File: src/rtl/mem_access_unit_if.sv
`default_nettype none
// ============================================================================
//  Module      : mem_access_unit_if
//  Description : Wishbone master/slave bundle used by mem_access_unit.
//                master modport: cyc/stb/we/adr/dat/sel out, dat_i/ack_i in.
//                slave modport : the mirror image, for memories or benches.
//  Revision    : 1.0 - initial release
// ============================================================================
interface mem_access_unit_if #(
    parameter int ADDR_WIDTH = 32,
    parameter int DATA_WIDTH = 32
);
    logic                    wb_cyc_o;
    logic                    wb_stb_o;
    logic                    wb_we_o;
    logic [ADDR_WIDTH-1:0]   wb_adr_o;
    logic [DATA_WIDTH-1:0]   wb_dat_o;
    logic [3:0]              wb_sel_o;
    logic [DATA_WIDTH-1:0]   wb_dat_i;
    logic                    wb_ack_i;

    modport master (
        output wb_cyc_o, wb_stb_o, wb_we_o, wb_adr_o, wb_dat_o, wb_sel_o,
        input  wb_dat_i, wb_ack_i
    );

    modport slave (
        input  wb_cyc_o, wb_stb_o, wb_we_o, wb_adr_o, wb_dat_o, wb_sel_o,
        output wb_dat_i, wb_ack_i
    );
endinterface
`default_nettype wire

File: src/rtl/mem_access_unit.sv
`default_nettype none
// ============================================================================
//  Module      : mem_access_unit
//  Description : Pipeline MEM-stage load/store unit driving a single-beat
//                Wishbone master. IDLE -> BUSY -> DONE; DONE lasts one cycle
//                and produces the completion pulse.
//  Ports       : clk, reset (async, active low)
//                req_valid/we/size/unsigned/addr/wdata : request from EX/MEM
//                mem_busy    : stall request to pipeline (combinational)
//                rdata/rdata_valid : aligned, extended load result + pulse
//                misalign_err: misaligned-access pulse (trap build only)
//                wb          : Wishbone master (mem_access_unit_if.master)
//  Options     : MISALIGN_TRAP_EN - misaligned half/word requests skip the
//                bus, complete with misalign_err=1 and rdata=0. Undefined:
//                low address bits are ignored and the access proceeds.
//  Revision    : 1.0 - initial release
// ============================================================================
module mem_access_unit #(
    parameter int ADDR_WIDTH = 32,
    parameter int DATA_WIDTH = 32
) (
    input  wire                     clk,
    input  wire                     reset,
    input  wire                     req_valid,
    input  wire                     req_we,
    input  wire [1:0]               req_size,
    input  wire                     req_unsigned,
    input  wire [ADDR_WIDTH-1:0]    req_addr,
    input  wire [DATA_WIDTH-1:0]    req_wdata,
    output logic                    mem_busy,
    output logic [DATA_WIDTH-1:0]   rdata,
    output logic                    rdata_valid,
    output logic                    misalign_err,
    mem_access_unit_if.master       wb
);

    localparam logic [1:0] c_SZ_BYTE = 2'b00;
    localparam logic [1:0] c_SZ_HALF = 2'b01;

    typedef enum logic [1:0] {
        S_IDLE = 2'd0,
        S_BUSY = 2'd1,
        S_DONE = 2'd2
    } state_t;

    state_t                  r_state;
    state_t                  w_next;

    logic [ADDR_WIDTH-1:0]   r_adr;
    logic [DATA_WIDTH-1:0]   r_dat;
    logic [3:0]              r_sel;
    logic                    r_we;
    logic [1:0]              r_size;
    logic                    r_unsigned;
    logic [1:0]              r_off;
    logic [DATA_WIDTH-1:0]   r_rdata;

    logic [1:0]              w_off;
    logic [3:0]              w_sel_base;
    logic [3:0]              w_sel;
    logic [DATA_WIDTH-1:0]   w_wdata;
    logic [DATA_WIDTH-1:0]   w_shifted;
    logic [DATA_WIDTH-1:0]   w_load;
    logic                    w_accept;
    logic                    w_trap;

    // Request decode. The lane offset already drops the address bits that
    // a half/word access ignores, so sel and load alignment share it.
    always_comb begin
        w_off      = 2'b00;
        w_sel_base = 4'b1111;
        w_wdata    = req_wdata;
        case (req_size)
            c_SZ_BYTE: begin
                w_off      = req_addr[1:0];
                w_sel_base = 4'b0001;
                w_wdata    = {4{req_wdata[7:0]}};
            end
            c_SZ_HALF: begin
                w_off      = {req_addr[1], 1'b0};
                w_sel_base = 4'b0011;
                w_wdata    = {2{req_wdata[15:0]}};
            end
            default: ;
        endcase
    end

    assign w_sel    = w_sel_base << w_off;
    assign w_accept = (r_state == S_IDLE) && req_valid;

`ifdef MISALIGN_TRAP_EN
    logic w_misalign;
    logic r_misalign;
    assign w_misalign = ((req_size == c_SZ_HALF) && req_addr[0]) ||
                        (req_size[1] && (req_addr[1:0] != 2'b00));
    assign w_trap       = w_misalign;
    assign misalign_err = (r_state == S_DONE) && r_misalign;
`else
    assign w_trap       = 1'b0;
    assign misalign_err = 1'b0;
`endif

    // Load alignment: bring the addressed lane down to bit 0, then extend.
    assign w_shifted = wb.wb_dat_i >> {r_off, 3'b000};

    always_comb begin
        w_load = w_shifted;
        case (r_size)
            c_SZ_BYTE: w_load = r_unsigned ? {24'b0, w_shifted[7:0]}
                                           : {{24{w_shifted[7]}}, w_shifted[7:0]};
            c_SZ_HALF: w_load = r_unsigned ? {16'b0, w_shifted[15:0]}
                                           : {{16{w_shifted[15]}}, w_shifted[15:0]};
            default:   ;
        endcase
    end

    always_ff @(posedge clk or negedge reset) begin
        if (!reset) begin
            r_state <= S_IDLE;
        end else begin
            r_state <= w_next;
        end
    end

    // Next state and control outputs. mem_busy drops in DONE so the
    // pipeline advances exactly once per completed access.
    always_comb begin
        w_next      = r_state;
        mem_busy    = 1'b0;
        wb.wb_cyc_o = 1'b0;
        wb.wb_stb_o = 1'b0;
        rdata_valid = 1'b0;
        case (r_state)
            S_IDLE: begin
                mem_busy = req_valid;
                if (req_valid) begin
                    w_next = w_trap ? S_DONE : S_BUSY;
                end
            end
            S_BUSY: begin
                mem_busy    = 1'b1;
                wb.wb_cyc_o = 1'b1;
                wb.wb_stb_o = 1'b1;
                if (wb.wb_ack_i) begin
                    w_next = S_DONE;
                end
            end
            S_DONE: begin
                rdata_valid = 1'b1;
                w_next      = S_IDLE;
            end
            default: w_next = S_IDLE;
        endcase
    end

    // Bus-side registers stay stable for the whole BUSY phase because they
    // only load on the accept cycle.
    always_ff @(posedge clk or negedge reset) begin
        if (!reset) begin
            r_adr      <= '0;
            r_dat      <= '0;
            r_sel      <= 4'b0000;
            r_we       <= 1'b0;
            r_size     <= 2'b00;
            r_unsigned <= 1'b0;
            r_off      <= 2'b00;
            r_rdata    <= '0;
`ifdef MISALIGN_TRAP_EN
            r_misalign <= 1'b0;
`endif
        end else begin
            if (w_accept) begin
                r_adr      <= {req_addr[ADDR_WIDTH-1:2], 2'b00};
                r_dat      <= w_wdata;
                r_sel      <= w_sel;
                r_we       <= req_we;
                r_size     <= req_size;
                r_unsigned <= req_unsigned;
                r_off      <= w_off;
`ifdef MISALIGN_TRAP_EN
                r_misalign <= w_misalign;
                if (w_misalign) begin
                    r_rdata <= '0;
                end
`endif
            end
            if ((r_state == S_BUSY) && wb.wb_ack_i && !r_we) begin
                r_rdata <= w_load;
            end
        end
    end

    assign wb.wb_adr_o = r_adr;
    assign wb.wb_dat_o = r_dat;
    assign wb.wb_sel_o = r_sel;
    assign wb.wb_we_o  = r_we;
    assign rdata       = r_rdata;

endmodule
`default_nettype wire

File: src/flat_wrapper.sv
// flat-port wrapper written by rule: the top's interface ports become plain ports
module mem_access_unit_flat 
#(
    parameter int ADDR_WIDTH = 32,
    parameter int DATA_WIDTH = 32
)
  (clk, reset, req_valid, req_we, req_size, req_unsigned, req_addr, req_wdata, mem_busy, rdata, rdata_valid, misalign_err, wb_wb_cyc_o, wb_wb_stb_o, wb_wb_we_o, wb_wb_adr_o, wb_wb_dat_o, wb_wb_sel_o, wb_wb_dat_i, wb_wb_ack_i);
  mem_access_unit_if #(.ADDR_WIDTH(ADDR_WIDTH), .DATA_WIDTH(DATA_WIDTH)) wb_i ();
  input  wire clk;
  input  wire reset;
  input  wire req_valid;
  input  wire req_we;
  input  wire [1:0] req_size;
  input  wire req_unsigned;
  input  wire [ADDR_WIDTH-1:0] req_addr;
  input  wire [DATA_WIDTH-1:0] req_wdata;
  output logic mem_busy;
  output logic [DATA_WIDTH-1:0] rdata;
  output logic rdata_valid;
  output logic misalign_err;
  output wire logic [$bits(wb_i.wb_cyc_o)-1:0] wb_wb_cyc_o;
  output wire logic [$bits(wb_i.wb_stb_o)-1:0] wb_wb_stb_o;
  output wire logic [$bits(wb_i.wb_we_o)-1:0] wb_wb_we_o;
  output wire logic [$bits(wb_i.wb_adr_o)-1:0] wb_wb_adr_o;
  output wire logic [$bits(wb_i.wb_dat_o)-1:0] wb_wb_dat_o;
  output wire logic [$bits(wb_i.wb_sel_o)-1:0] wb_wb_sel_o;
  input wire logic [$bits(wb_i.wb_dat_i)-1:0] wb_wb_dat_i;
  input wire logic [$bits(wb_i.wb_ack_i)-1:0] wb_wb_ack_i;
  assign wb_wb_cyc_o = wb_i.wb_cyc_o;
  assign wb_wb_stb_o = wb_i.wb_stb_o;
  assign wb_wb_we_o = wb_i.wb_we_o;
  assign wb_wb_adr_o = wb_i.wb_adr_o;
  assign wb_wb_dat_o = wb_i.wb_dat_o;
  assign wb_wb_sel_o = wb_i.wb_sel_o;
  assign wb_i.wb_dat_i = wb_wb_dat_i;
  assign wb_i.wb_ack_i = wb_wb_ack_i;
  mem_access_unit #(.ADDR_WIDTH(ADDR_WIDTH), .DATA_WIDTH(DATA_WIDTH)) u_core (.clk(clk), .reset(reset), .req_valid(req_valid), .req_we(req_we), .req_size(req_size), .req_unsigned(req_unsigned), .req_addr(req_addr), .req_wdata(req_wdata), .mem_busy(mem_busy), .rdata(rdata), .rdata_valid(rdata_valid), .misalign_err(misalign_err), .wb(wb_i));
endmodule
File: config.mk
export PLATFORM = sky130hd
export DESIGN_NAME = mem_access_unit_flat
export DESIGN_NICKNAME = d
export VERILOG_FILES = /design/src/rtl/mem_access_unit_if.sv /design/src/rtl/mem_access_unit.sv /design/src/flat_wrapper.sv
export SDC_FILE = /design/constraint.sdc
export NUM_CORES = 1
export LEC_CHECK = 0
export ABC_CLOCK_PERIOD_IN_PS = 2900
export CAP_MARGIN = 20
export CORE_ASPECT_RATIO = 1.2
export CORE_MARGIN = 4
export CORE_UTILIZATION = 40
export DETAILED_ROUTE_END_ITERATION = 10
export GPL_ROUTABILITY_DRIVEN = 0
export PLACE_DENSITY = 0.77
export SYNTH_ARGS = -nofsm -noshare
export SYNTH_HDL_FRONTEND = slang
export SYNTH_SLANG_ARGS = --single-unit
File: constraint.sdc
create_clock -name clk -period 2.9 [get_ports clk]
set_input_delay 0.58 -clock clk [delete_from_list [all_inputs] [get_ports clk]]
set_output_delay 0.58 -clock clk [all_outputs]
set_load 0.005 [all_outputs]
# After elaboration in Yosys (flattened, before gate mapping)

Cells that the tools add are included.

ROM bits: 0
Word-level logic and storage cells: 37
Output and inout bits: 106
Memories: 0
Memory bits (writable): 0
Bits in latches: 0
Register bits: 106

$lt $le $gt $ge: 0
Muxes and demuxes: 12
Div/mod/pow operators: 0
Reduce and logical (&&, ||, !) cells: 8
Add/sub/neg operators: 0
$mul: 0
Shifts and indexed selects: 2
Bitwise gates (word level): 0
Equality and inequality tests: 6

Operator list:

| cell               | number |
|---|---|
| $pmux 32 s2        | 2 |
| $mux 32            | 2 |
| $shr 32x5->32      | 1 |
| $pmux 2 s2         | 2 |
| $pmux 4 s2         | 1 |
| $eq 2x1->1 const B | 3 |
| $logic_not 2->1    | 3 |
| $mux 2             | 2 |
| $ne 2x2->1 const B | 2 |
| $shl 4x2->4        | 1 |
| $logic_and 1x1->1  | 3 |
| $eq 2x2->1 const B | 1 |
| $mux 1             | 2 |
| $pmux 1 s2         | 1 |
| $reduce_and 2->1   | 1 |
| $logic_not 1->1    | 1 |

# Logic depth before layout (Yosys ltp)

Gate-level depths: netlist of the first run.

Word-level depth: 3
Gate-level depth with buffers: 6
Depth with buffers taken out: 5

# Worst setup path before layout of the first run

No wires, ideal clock.

Kind: input-to-reg
From: input wb_wb_dat_i[31]
To: register u_core.r_rdata[21], in the netlist u_core.rdata[21]
Required time: 2.779 ns
Slack: 1.142 ns
Stages: 5
Data arrival time: 1.637 ns
Cells stage by stage: mux4_2 -> o22ai_2 -> o21ai_2 -> buf_6 -> o22a_1

Word-level cells in the longest chain between the ends: 3
Elaborated cells between the ends (all ways): 4
Those cells by class: shift: 1; mux: 3

Ends and longest elaborated chain:

| element                           | RTL line                                       | text |
|---|---|---|
| start: declaration                | flat_wrapper.sv:27                             | `input wire logic [$bits(wb_i.wb_dat_i)-1:0] wb_wb_dat_i;` |
| $shr 32x5->32 *                   | mem_access_unit.sv:104                         | `assign w_shifted = wb.wb_dat_i >> {r_off, 3'b000};` |
| $mux 32, on equally long branches | mem_access_unit.sv:111, mem_access_unit.sv:109 |  |
| $pmux 32 s2 *                     | mem_access_unit.sv:108                         | `case (r_size)` |
| end signal: assignment            | mem_access_unit.sv:188                         | `r_rdata <= w_load;` |
| end: declaration                  | mem_access_unit.sv:56                          | `logic [DATA_WIDTH-1:0] r_rdata;` |

Every way passes the cells marked *; elsewhere a longest branch is shown, timed or not.
A chain may end at the register's enable or synchronous reset.

# Worst setup path in the final report of the first run

From: input req_valid
To: output mem_busy

Word-level cells in the longest chain between the ends: 1

Ends and longest elaborated chain:

| element            | RTL line               | text |
|---|---|---|
| start: declaration | flat_wrapper.sv:11     | `input wire req_valid;` |
| $pmux 1 s2         | mem_access_unit.sv:133 | `case (r_state)` |
| end: declaration   | flat_wrapper.sv:17     | `output logic mem_busy;` |

No other way between the ends.

==> results of run 1 <==
-- area by class of cell --
cell class | instances | area (µm²) | area share
multi-input cells | 363 | 2040 | 0.277
inverters | 1 | 3.75 | 0.000511
well taps | 157 | 196 | 0.0267
clock buffers | 10 | 239 | 0.0325
repair buffers | 215 | 2140 | 0.291
flip-flops and latches | 106 | 2650 | 0.361
clock inverters | 5 | 78.8 | 0.0107
-- registers in the layout (all words and copies together) (netlist names) --
signal,cells
u_core.r_state,2
u_core.r_off,2
u_core.wb.wb_dat_o,32
u_core.r_unsigned,1
u_core.wb.wb_we_o,1
u_core.wb.wb_sel_o,4
u_core.rdata,32
u_core.r_size,2
u_core.wb.wb_adr_o,30
-- power by group through the flow --
| stage | Combinational, mW | Clock (mW) | Sequential, mW |
|---|---|---|---|
| after floorplan | 1.08 | 0 | 2.53 |
| after global placement | 2.83 | 0 | 2.50 |
| after detailed placement | 2.90 | 0 | 2.53 |
| after CTS | 2.92 | 1.33 | 2.51 |
| after global routing | 3.14 | 1.39 | 2.60 |
| final | 2.88 | 1.29 | 2.51 |
-- path summary, 6_finish.rpt --
check                                                 start  cells past startpoint                                 end  slack (ns)
worst min register to register  u_core.rdata[7]$_DFFE_PN0P_                      2         u_core.rdata[7]$_DFFE_PN0P_        0.47
max in group asynchronous                             reset                      2  u_core.wb.wb_adr_o[18]$_DFFE_PN0P_        2.09
worst min-delay path                                  reset                      1         u_core.rdata[5]$_DFFE_PN0P_        0.05
worst max-delay path                              req_valid                      4                            mem_busy        0.60
min in group clk                u_core.rdata[7]$_DFFE_PN0P_                      2         u_core.rdata[7]$_DFFE_PN0P_        0.47
worst max register to register  u_core.r_off[0]$_DFFE_PN0P_                      5        u_core.rdata[12]$_DFFE_PN0P_        1.02
-- layout by cell type (no fill, tap or decap), types with 2 or more instances in the layout --
cell / instances
sky130_fd_sc_hd__mux2i_1: 39
sky130_fd_sc_hd__a211oi_1: 7
sky130_fd_sc_hd__o21ai_0: 35
sky130_fd_sc_hd__bufinv_16: 2
sky130_fd_sc_hd__clkinv_2: 2
sky130_fd_sc_hd__nand2_1: 161
sky130_fd_sc_hd__clkbuf_16: 9
sky130_fd_sc_hd__nand2b_1: 7
sky130_fd_sc_hd__dfrtp_1: 106
sky130_fd_sc_hd__clkdlybuf4s50_1: 205
sky130_fd_sc_hd__a22o_1: 8
sky130_fd_sc_hd__o22a_1: 17
sky130_fd_sc_hd__buf_4: 9
sky130_fd_sc_hd__mux2_2: 8
sky130_fd_sc_hd__nor2b_1: 9
sky130_fd_sc_hd__conb_1: 3
sky130_fd_sc_hd__and2_1: 9
sky130_fd_sc_hd__nor2_1: 21
sky130_fd_sc_hd__a21oi_1: 25
-- through the flow --
stage               instances   util
global placement          842  0.599
CTS                       857  0.626
floorplan                 507      -
detailed placement        842  0.599
global route              857  0.626
finish                    857  0.626
-- per-layer routing --
metal	vias to the layer above	wire length, µm	GRT usage
li1	2067	-	-
met4	0	323	0.0721
met2	181	7560	0.381
met3	24	1360	0.0697
met5	-	0	0
met1	2102	5610	0.240
-- cells by family after synthesis --
| family | Yosys count | share of synthesized area |
|---|---|---|
| mux | 48 | 0.104 |
| simple gates | 214 | 0.182 |
| buf+inv | 38 | 0.0369 |
| flops | 106 | 0.547 |
| other cells | 1 | 0.000774 |
| compound gates | 98 | 0.129 |
-- critical path: cells and delay by family --
| family | cells | cell delay (ns) |
|---|---|---|
| simple gates | 2 | 0.12 |
| buf+inv | 2 | 1.00 |
==> results.yml, run 1 <==
status:
  status: "complete, no violations"
die:
  floorplan.die.height_um: 129
  start_util: 0.413
  row_count: 43
  design.core.area_um2: 11700
  dieArea_um2: 14000
  ioPinCount: 210
  floorplan.die.width_um: 108
routing:
  iteration_0_drc_markers: 227
  drt_drc_violations_left: 0
  avgRoutedWirePerCell_um: 17.3
  dr_total_vias: 4374
  wirelength_um: 14900
  antenna_violating_nets_post_route: 0
  drt_first_pass_iters: 5
  drt-vias-per-instance: 5.10
logic_synthesis:
  synth_seq_area_share: 0.547
  syn-instance-count: 505
  netlist.area_leader.share: 0.547
  synth.cell_area_um2: 4850
  unique_cell_type_count_in_the_yosys_netlist: 32
  yosys.cell_count.top_type: "sky130_fd_sc_hd__nand2_1"
  synthDominantAreaCellType: "sky130_fd_sc_hd__dfrtp_1"
  synth_async_sr_flop_share: 1.00
  ys_warns: 0
  synth_ff_type: "sky130_fd_sc_hd__dfrtp_1"
  postSynthAreaPerCell_um2: 9.60
  yosys-top-cells-area: "sky130_fd_sc_hd__dfrtp_1 55%, sky130_fd_sc_hd__nand2_1 13%, sky130_fd_sc_hd__mux2i_1 8.1%"
  synth_enable_flop_cells: 0
  synth.ff_latch_count: 106
  synth_top_cells_by_count: "162 x sky130_fd_sc_hd__nand2_1, 106 x sky130_fd_sc_hd__dfrtp_1, 39 x sky130_fd_sc_hd__mux2i_1, 35 x sky130_fd_sc_hd__o21ai_0, 25 x sky130_fd_sc_hd__a21oi_1"
placed_design:
  number_of_buffers_added_on_ports: 206
  placedInstanceArea_um2: 7030
  dp_slack_ns: 0.507
  dp_hpwl_um: 11100
power:
  power_dens_cells_nw_per_um2: 909
  finalPower_mw: 6.68
  sequential_share_of_power: 0.375
  share_clk_of_total_power: 0.194
  leakagePower_nw: 3.26
  comb_power_share: 0.431
  power_report.internal_total_mw: 4.61
  netSwitchingPower_mw: 2.07
  p_sw_frac: 0.310
  max-vdd-ir-drop_mv: 0.406
global_route:
  grt_overflow: 0
  globalRouteTotalUtil: 0.214
  grt_pass1_vias: 4631
  grt_pass1_wl_um: 23500
  grt_antenna_before_repair: 0
  grt_max_degree: 102
layout:
  finalNetCount: 800
  fill_cells: 1042
  antenna-diode-count: 0
  areaGrowthSynthToFinish_pct: 51.6
  final_layout_size_suffix_gt1_frac: 0.0571
  design_area_um2: 7350
timing:
  slew_headroom: 0.382
  timing_worst_slew_pin_value_ns: 0.927
  achievable-frequency_mhz: 436
  hold_viol_final: 0
  fin_crit_ns: 2.30
  setup_viol: 0
  setup_slack_ns: 0.604
  maxSlewViolCount: 0
  grt_setup_unrepaired: "false"
  layout_worst_path_cycle_share: 0.792
  fin_skew_ns: 0.00709
  finalSetupTns_ns: 0
  post_route_worst_hold_slack_ns: 0.0462
worst_setup_path:
  timing.critical_path.from_type: "input port"
  critPathSlowestCell: "sky130_fd_sc_hd__clkdlybuf4s50_1"
  worst_setup_path_end_kind: "primary output"
  path_class: "in2out"
  cp_max_fo: 2
  cp_cell_sequence: "clkdlybuf4s50_1 > nand2_4 > nand2_1 > clkdlybuf4s50_1"
  cp_data_arrival_time_ns: 1.72
  cp_common_cell: "sky130_fd_sc_hd__clkdlybuf4s50_1"
  crit_path_max_incr_delay_ns: 0.51
  crit_required_ns: 2.32
clocking:
  clockRootBuffer: "sky130_fd_sc_hd__clkbuf_16"
  cts_tree: "yes"
  clock_pin_slew_reported_for_the_worst_setup_and_hold_paths_after_clock_tree_synthesis_ns: 0.07
  numCtsBuffers: 9
  post_cts.resized_instances: 0
  clock-sinks: 106
  cts-htree-levels: 3
  postCtsSetupBuffers: 0
  insertion_delay_ns: 0.33
  clock_path_buffers: 2
  cts-hold-fix-buffers: 0
run:
  maxCapViolations: 0
min_path:
  hold_path.class: "in2async"
(Power assumes the default switching activity.)
==> run 2, diff against run 1 <==
- ABC_CLOCK_PERIOD_IN_PS: 2900 -> 2300
- clock period: 2.9 -> 2.3 ns (I/O delays scaled with it)
==> run 2 against run 1 <==
  * First-iteration DRC count rose by 11%
  * Power is 26% higher
  * Register-to-register slack lost 0.54 ns
  * Sequential cell count is the same
  * Via count up 0.78%
  * Die area did not move
  * Clock skew rose by 0.0023 ns
  * Sequential power grew 26%
  * Setup slack lost 0.40 ns
  * Worst hold slack improved by 0.082 ns
  * Clock power rose by 20%
  * Non-clock buffer count grew 6
  * Highest routed layer unchanged
==> results.yml, run 2 (synthesis gave the netlist of run 1 again) <==
power:
  finalPower_mw: 8.38
  leakagePower_nw: 3.29
  power_dens_cells_nw_per_um2: 1130
  max-vdd-ir-drop_mv: 0.556
worst_setup_path:
  cp_data_arrival_time_ns: 1.64
  cp_cell_sequence: "nor2_1 > nand2_4 > nand2_1 > clkdlybuf4s50_1"
  crit_required_ns: 1.84
  crit_path_max_incr_delay_ns: 0.49
  cp.buffers_inverters: 1
  worst_path_dominant_cell_family: "buffers and inverters"
  path_class: "reg2out"
  worst_setup_path_end_kind: "primary output"
  critPathSlowestCell: "sky130_fd_sc_hd__clkdlybuf4s50_1"
  cp_max_fo: 3
  timing.critical_path.from_type: "flip-flop"
placed_design:
  number_of_buffers_added_on_ports: 206
  post_placement_cell_count: 848
  dp_hpwl_um: 11300
  placedInstanceArea_um2: 7110
die:
  dieArea_um2: 14000
  row_count: 43
  design.core.area_um2: 11700
  floorplan.die.width_um: 108
  ioPinCount: 210
  start_util: 0.413
  floorplan.die.height_um: 129
timing:
  maxSlewViolCount: 0
  slew_headroom: 0.585
  fin_skew_ns: 0.00936
  fin_crit_ns: 2.10
  setup_viol: 0
  grt_setup_unrepaired: "false"
  finalSetupTns_ns: 0
  achievable-frequency_mhz: 477
  layout_worst_path_cycle_share: 0.912
  hold_viol_final: 0
  timing_worst_slew_pin_value_ns: 0.623
clocking:
  clock_path_buffers: 2
  cts_tree: "yes"
  clock-sinks: 106
  numCtsBuffers: 9
  insertion_delay_ns: 0.33
  clockRootBuffer: "sky130_fd_sc_hd__clkbuf_16"
  clock_pin_slew_reported_for_the_worst_setup_and_hold_paths_after_clock_tree_synthesis_ns: 0.07
  post_cts.resized_instances: 0
  postCtsSetupBuffers: 0
  cts-hold-fix-buffers: 0
  cts-htree-levels: 3
global_route:
  grt_max_degree: 100
  grt_pass1_vias: 4615
  grt_pass1_wl_um: 23000
  grt_overflow: 0
  globalRouteTotalUtil: 0.209
  grt_antenna_before_repair: 0
min_path:
  hold_path.class: "in2async"
layout:
  finalNetCount: 806
  area_used_by_sequential_logic_in_the_layout_um2: 2650
  final_common_cell: "sky130_fd_sc_hd__clkdlybuf4s50_1"
  area_used_by_multi_input_combinational_logic_um2: 2040
  design_area_um2: 7420
  areaGrowthSynthToFinish_pct: 53.0
  antenna-diode-count: 0
  layoutNonFillerInstCount: 864
  fill_cells: 1000
  final_layout_size_suffix_gt1_frac: 0.0665
  mostFrequentLayoutCells: "205 x sky130_fd_sc_hd__clkdlybuf4s50_1, 161 x sky130_fd_sc_hd__nand2_1, 106 x sky130_fd_sc_hd__dfrtp_1, 39 x sky130_fd_sc_hd__mux2i_1, 35 x sky130_fd_sc_hd__o21ai_0"
routing:
  antenna_violating_nets_post_route: 0
  dr_total_vias: 4408
  drt_drc_violations_left: 0
  drt-vias-per-instance: 5.10
  avgRoutedWirePerCell_um: 17.1
  drt_first_pass_iters: 4
  wirelength_um: 14800
  iteration_0_drc_markers: 252
run:
  maxCapViolations: 0
status:
  status: "complete, no violations"
==> run 2: cell type report <==
cell class,count,area share
Multi-Input combinational cell,363,0.275
Clock inverter,6,0.00894
Inverter,1,0.000506
Timing Repair Buffer,221,0.300
Sequential cell,106,0.358
Clock buffer,10,0.0322
Tap cell,157,0.0265
==> run 2: metal layers <==
layer	track usage	share of wire
met3	0.0697	0.086
met5	0	0
met2	0.359	0.50
met4	0.0832	0.026
met1	0.240	0.39
==> run 2: path summary, 6_finish.rpt <==
| kind | slack (ns) | endpoint | startpoint | cells after the start |
|---|---|---|---|---|
| setup / recovery | 0.20 | mem_busy | u_core.r_state[1]$_DFFE_PN0P_ | 4 |
| hold / removal | 0.13 | u_core.rdata[3]$_DFFE_PN0P_ | reset | 1 |
| setup reg to reg | 0.48 | u_core.rdata[31]$_DFFE_PN0P_ | u_core.r_off[1]$_DFFE_PN0P_ | 5 |
| hold reg to reg | 0.47 | u_core.wb.wb_sel_o[1]$_DFFE_PN0P_ | u_core.wb.wb_sel_o[1]$_DFFE_PN0P_ | 2 |
| max in group asynchronous | 1.54 | u_core.wb.wb_dat_o[22]$_DFFE_PN0P_ | reset | 2 |
| min in group clk | 0.47 | u_core.wb.wb_sel_o[1]$_DFFE_PN0P_ | u_core.wb.wb_sel_o[1]$_DFFE_PN0P_ | 2 |
==> run 2: power by group <==
part | leakage, nW | total (mW) | switching (mW) | internal, mW
combinational | 1.86 | 3.67 | 1.48 | 2.20
sequential | 1.29 | 3.16 | 0.486 | 2.67
clock | 0.141 | 1.55 | 0.679 | 0.874
total | 3.29 | 8.38 | 2.64 | 5.74
==> run 2: metrics by stage <==
step	hold WS, ns	utilization	setup slack, ns
2_1_floorplan	0.164	-	0.645
3_3_place_gp	0.456	0.606	0.159
3_5_place_dp	0.459	0.606	0.0911
4_1_cts	0.150	0.632	0.165
5_1_grt	0.167	0.632	0.0943
6_report	0.129	0.632	0.203
==> run 3, diff against run 2 <==
- CAP_MARGIN: 20 -> 25
==> results of run 3 <==
Same layout as run 2: the final DEF is identical, and so are final timing and power.
